`src/rtl/pci_target.sv`:
```
// PCI-style bus target: claims address phases matching DEV_ADDR and serves read or write
// bursts from a small word memory, with a target disconnect when the memory runs out.
module pci_target #(
   parameter logic [31:0] DEV_ADDR = 32'h0000_0001,
   parameter int unsigned DEPTH    = 10
) (
   input  logic        clk,
   input  logic        reset,
   input  logic        frame_n,
   input  logic        irdy_n,
   input  logic        cbe,
   input  logic [31:0] ad_in,
   output logic [31:0] ad_out,
   output logic        ad_oe,
   output logic        trdy_n,
   output logic        devsel_n,
   output logic        stop_n,
   output logic [3:0]  data_count
);

   localparam int unsigned AddrW   = (DEPTH > 1) ? $clog2(DEPTH) : 1;
   localparam logic [3:0]  LastIdx = 4'(DEPTH - 1);

   typedef enum logic [2:0] {StIdle, StTurn, StData, StStop, StIgnore} state_e;

   state_e      state_q, state_d;
   logic        is_read_q, is_read_d;
   logic [3:0]  idx_q, idx_d;
   logic        trdy_n_q, trdy_n_d;
   logic        devsel_n_q, devsel_n_d;
   logic        stop_n_q, stop_n_d;
   logic        ad_oe_q, ad_oe_d;
   logic [31:0] ad_out_q, ad_out_d;
   logic [31:0] mem_q [DEPTH];

   logic             mem_we;
   logic [AddrW-1:0] mem_waddr;
   logic [3:0]       idx_inc;
   logic             addr_hit;
   logic             complete;
   logic             abort;

   assign addr_hit = (ad_in == DEV_ADDR);
   assign complete = !irdy_n && !trdy_n_q;
   assign abort    = frame_n && irdy_n;
   assign idx_inc  = idx_q + 4'd1;

   always_ff @(posedge clk) begin
      if (reset) begin
         state_q    <= StIdle;
         is_read_q  <= 1'b0;
         idx_q      <= 4'd0;
         trdy_n_q   <= 1'b1;
         devsel_n_q <= 1'b1;
         stop_n_q   <= 1'b1;
         ad_oe_q    <= 1'b0;
         ad_out_q   <= 32'd0;
      end else begin
         state_q    <= state_d;
         is_read_q  <= is_read_d;
         idx_q      <= idx_d;
         trdy_n_q   <= trdy_n_d;
         devsel_n_q <= devsel_n_d;
         stop_n_q   <= stop_n_d;
         ad_oe_q    <= ad_oe_d;
         ad_out_q   <= ad_out_d;
      end
   end

   // Memory has no reset; a reset edge still suppresses the write it coincides with.
   always_ff @(posedge clk) begin
      if (mem_we && !reset) begin
         mem_q[mem_waddr] <= ad_in;
      end
   end

   always_comb begin
      state_d = state_q;
      case (state_q)
         StIdle: begin
            if (!frame_n) begin
               if (addr_hit) state_d = cbe ? StTurn : StData;
               else          state_d = StIgnore;
            end
         end
         StIgnore: if (abort) state_d = StIdle;
         StTurn:   state_d = abort ? StIdle : StData;
         StData: begin
            if (abort) begin
               state_d = StIdle;
            end else if (complete) begin
               if (frame_n)               state_d = StIdle;
               else if (idx_q == LastIdx) state_d = StStop;
            end
         end
         StStop:   if (frame_n) state_d = StIdle;
         default:  state_d = StIdle;
      endcase
   end

   always_comb begin
      is_read_d  = is_read_q;
      idx_d      = idx_q;
      trdy_n_d   = trdy_n_q;
      devsel_n_d = devsel_n_q;
      stop_n_d   = stop_n_q;
      ad_oe_d    = ad_oe_q;
      ad_out_d   = ad_out_q;
      mem_we     = 1'b0;
      mem_waddr  = idx_q[AddrW-1:0];
      case (state_q)
         StIdle: begin
            if (!frame_n && addr_hit) begin
               is_read_d  = cbe;
               idx_d      = 4'd0;
               devsel_n_d = 1'b0;
               trdy_n_d   = cbe;
            end
         end
         StTurn: begin
            if (abort) begin
               trdy_n_d   = 1'b1;
               devsel_n_d = 1'b1;
               ad_oe_d    = 1'b0;
            end else begin
               trdy_n_d = 1'b0;
               ad_oe_d  = 1'b1;
               ad_out_d = mem_q[0];
            end
         end
         StData: begin
            if (abort) begin
               trdy_n_d   = 1'b1;
               devsel_n_d = 1'b1;
               ad_oe_d    = 1'b0;
            end else if (complete) begin
               idx_d = idx_inc;
               if (is_read_q) begin
                  // Prefetch the next word; past the last word there is nothing to fetch.
                  if (idx_q != LastIdx) ad_out_d = mem_q[idx_inc[AddrW-1:0]];
               end else begin
                  mem_we = 1'b1;
               end
               if (frame_n) begin
                  trdy_n_d   = 1'b1;
                  devsel_n_d = 1'b1;
                  ad_oe_d    = 1'b0;
               end else if (idx_q == LastIdx) begin
                  trdy_n_d = 1'b1;
                  stop_n_d = 1'b0;
               end
            end
         end
         StStop: begin
            if (frame_n) begin
               stop_n_d   = 1'b1;
               devsel_n_d = 1'b1;
               ad_oe_d    = 1'b0;
            end
         end
         default: ;
      endcase
   end

   assign ad_out     = ad_out_q;
   assign ad_oe      = ad_oe_q;
   assign trdy_n     = trdy_n_q;
   assign devsel_n   = devsel_n_q;
   assign stop_n     = stop_n_q;
   assign data_count = idx_q;

endmodule

```
`config.mk`:
```
export PLATFORM = sky130hd
export DESIGN_NAME = pci_target
export DESIGN_NICKNAME = d
export VERILOG_FILES = /design/src/rtl/pci_target.sv
export SDC_FILE = /design/constraint.sdc
export NUM_CORES = 1
export LEC_CHECK = 0
export CORE_MARGIN = 2
export CORE_UTILIZATION = 59
export DETAILED_ROUTE_END_ITERATION = 16
export MAX_ROUTING_LAYER = met4
export PLACE_DENSITY_LB_ADDON = 0.1
export SETUP_SLACK_MARGIN = 0.02
export SLEW_MARGIN = 20
export SYNTH_ARGS = -nofsm -noshare
export SYNTH_HDL_FRONTEND = slang
export SYNTH_SLANG_ARGS = --single-unit
export TNS_END_PERCENT = 50
```
`constraint.sdc`:
```
create_clock -name clk -period 4.65 [get_ports clk]
set_input_delay 0.6975 -clock clk [delete_from_list [all_inputs] [get_ports clk]]
set_output_delay 0.6975 -clock clk [all_outputs]
set_load 0.02 [all_outputs]
```
==> out/qor.yml <==
slowest_stage: "buf_4"
dominantRegCellSynth: "edfxtp_1"
die_x_um: 160
ff2ff_path_depth: 7
clock_tree.root_cell: "clkbuf_16"
avgViaCountPerCell: 6.16
hold_class: "reg2reg"
antenna_cells: 0
finalClockSkew_ns: 0.0225
post-dp-hpwl_um: 17800
worstHoldStart: "stop_n"
cpLargestDelayFamily: "buffers and inverters"
drive_gt1_share_pct: 17.5
first_pass_iters: 4
r2r_start: "data_count[0]"
htree_levels: 2
cts_resized: 0
route.detailed.drc: 0
end_kind: "register"
power_density_nw_per_um2: 390
critPathRequiredTime_ns: 5.00
holdPathStages: 2
worstMarginPinSlew_ns: 0.966
die-height_um: 160
start_util_pct: 59.7
syn_inst: 806
rsz0062_at_grt: "false"
std_cell_rows: 57
cts_setup_buffers: 0
grt_use_total_pct: 24.6
max-vdd-ir-drop_uv: 350
drtIter0Drc: 495
period_share_pct: 69.3
ys_async_sr_fraction_pct: 0
dieArea_um2: 25600
drtAntennaViolNets: 0
rr_endpoint: "ad_out[23]"
yosys_warnings: 0
period_needed_ns: 3.22
setup-violations-final: 0
yosys_register_bits: 364
gr-total-overflow: 0
synth_edf_count: 320
gp_congestion: 0.843
cts.sinks: 364
cts_buffer_depth: 3
ys_seq_area_share_pct: 72.9
cts_tree: "built"
cts_hold_buf: 0
port_buffers: 76
post_drt_wl_per_cell_um: 23.9
worstPathMaxFanout: 35
routed-via-count: 7679
antenna_found_initial: 0
grt_pass1_wl_um: 46200
drv_slew: 0
syn_to_final_growth_pct: 16.5
grt_pass1_vias: 8003
clk_pin_slew_ns: 0.06
final-hold-violation-count: 0
num-nets-final: 936
syn_area_um2: 14400
cp_cell_sequence: "buf_4 -> buf_4 -> mux4_2 -> mux2i_1 -> nor3_1 -> a2111oi_1 -> nor3_1"
maxCapViolations: 0
status: "finished clean"
drt-total-wl_um: 29700
pin_count: 77
critPathMaxStageDelay_ns: 0.60
max_freq_ghz: 0.310
leakagePower_nw: 5.07
rrSetupSlack_ns: 1.43
grt_max_degree: 66
fin_setup_tns_ns: 0
coreArea_um2: 24100
synth_cell_types: 46
totalPowerFinal_w: 0.00653
insertion_delay_ns: 0.52
cts_buffers: 36
slew_headroom_pct: 35.6
synth_fp_nets: 847
crit_type: "reg2reg"
startpoint_type: "register"
path_buf_inv: 2
avgSynthCellArea_um2: 17.8
worstPathArrival_ns: 3.58
min_to: "stop_n"
sequential cells by signal, summed over array words and instances, names as in the netlist:
name and cells:
mem_q 320, ad_out 32, data_count 4, state_q 3, ad_oe 1, devsel_n 1
is_read_q 1, stop_n 1, trdy_n 1
power breakdown:
group	internal, W	switching (W)	total, W
clock	0.00172	0.00117	0.00289
combinational	0.0000309	0.0000585	0.0000894
sequential	0.00355	0.00000144	0.00355
total	0.00530	0.00123	0.00653
how the worst max path moves through the flow:
stage                       start            to  slack (ns)  cells after the start
global placement           irdy_n  mem_q[1][14]        1.40                      6
floorplan           data_count[0]   mem_q[8][0]        0.67                      7
finish              data_count[0]    ad_out[23]        1.43                      7
global route        data_count[0]    ad_out[23]        1.16                      7
detailed placement         irdy_n   mem_q[4][4]        1.19                      5
CTS                 data_count[0]    ad_out[23]        1.34                      7
metal layers:
metal  part of all wire, %  track usage [%]
met5                     0                -
met4                   2.3             7.08
met3                   5.4             3.97
met2                    51             41.1
met1                    41             31.8
synthesized netlist by cell type (2+ instances only):
| cell type | count | share of area [%] |
|---|---|---|
| and3_1 | 7 | 0.30 |
| nor4b_1 | 2 | 0.12 |
| or3_1 | 2 | 0.087 |
| nor4_1 | 8 | 0.35 |
| a31oi_1 | 3 | 0.13 |
| inv_1 | 5 | 0.13 |
| nor2_1 | 77 | 2.0 |
| nand3_1 | 4 | 0.14 |
| a2111oi_0 | 2 | 0.12 |
| a2111oi_1 | 29 | 2.0 |
| mux2i_1 | 68 | 4.7 |
| a21oi_1 | 6 | 0.21 |
| nand4_1 | 2 | 0.087 |
| edfxtp_1 | 320 | 67 |
| and2_1 | 4 | 0.17 |
| mux4_2 | 64 | 10 |
| buf_2 | 18 | 0.63 |
| nand2_1 | 7 | 0.18 |
| buf_6 | 4 | 0.31 |
| nand3b_1 | 4 | 0.21 |
| o31ai_1 | 2 | 0.10 |
| ha_1 | 4 | 0.35 |
| clkbuf_1 | 26 | 0.68 |
| nor3_1 | 69 | 2.4 |
| dfxtp_1 | 44 | 6.1 |
| o21ai_0 | 5 | 0.17 |
cells in the final DEF, fill, tap and decap left out, types with 4 or more instances in the layout:
| cell | netlist | routed |
|---|---|---|
| clkbuf_16 | 0 | 37 |
| o21ai_0 | 5 | 5 |
| nor3_1 | 69 | 67 |
| a2111oi_1 | 29 | 29 |
| edfxtp_1 | 320 | 320 |
| clkinv_2 | 0 | 6 |
| buf_4 | 1 | 23 |
| clkinv_1 | 0 | 4 |
| a21oi_1 | 6 | 6 |
| nor4_1 | 8 | 8 |
| bufinv_16 | 0 | 4 |
| nor2_1 | 77 | 77 |
| and2_1 | 4 | 4 |
| clkdlybuf4s50_1 | 0 | 75 |
| mux2i_1 | 68 | 67 |
| nand3_1 | 4 | 4 |
| inv_1 | 5 | 5 |
| clkbuf_1 | 26 | 8 |
| nand3b_1 | 4 | 4 |
| mux4_2 | 64 | 64 |
| and3_2 | 0 | 4 |
| nand2_1 | 7 | 7 |
| dfxtp_1 | 44 | 43 |
per-stage QoR:
| step | util (%) | std cells | setup slack [ns] | instance area [um^2] | hold WS [ns] |
|---|---|---|---|---|---|
| finish | 69.5 | 1246 | 1.43 | 16800 | 0.440 |
| floorplan | - | 806 | 0.668 | 14400 | 0.515 |
| global route | 69.5 | 1246 | 1.16 | 16800 | 0.471 |
| detailed placement | 64.6 | 1181 | 1.19 | 15600 | 0.439 |
| global placement | 64.6 | 1181 | 1.40 | 15600 | 0.431 |
| CTS | 69.5 | 1246 | 1.34 | 16800 | 0.447 |
worst register-to-register path: stages, from the launching register on:
cell	delay [ns]
dfxtp_4	0.47
buf_4	0.61
buf_4	0.60
mux4_2	0.59
mux2i_1	0.16
nor3_1	0.07
a2111oi_1	0.48
nor3_1	0.10
cell families (layout without fill, tap and decap cells):
logic type	Yosys count	after routing	synth area share, %
compound gates	56	56	3.47
flops	364	364	72.9
fa+ha+maj	4	4	0.348
xor+xnor	2	2	0.122
mux	132	132	14.8
simple gates	193	193	6.53
buf+inv	55	171	1.84
layout make-up:
cell class                      count  area [um^2]
Clock buffer                       47          983
Multi-Input combinational cell    387         3680
Timing Repair Buffer              101          968
Clock inverter                     18          199
Fill cell                        1622         7350
Tap cell                          324          405
Inverter                            5         18.8
Sequential cell                   364        10500
Power figures use the tool's default switching activity.
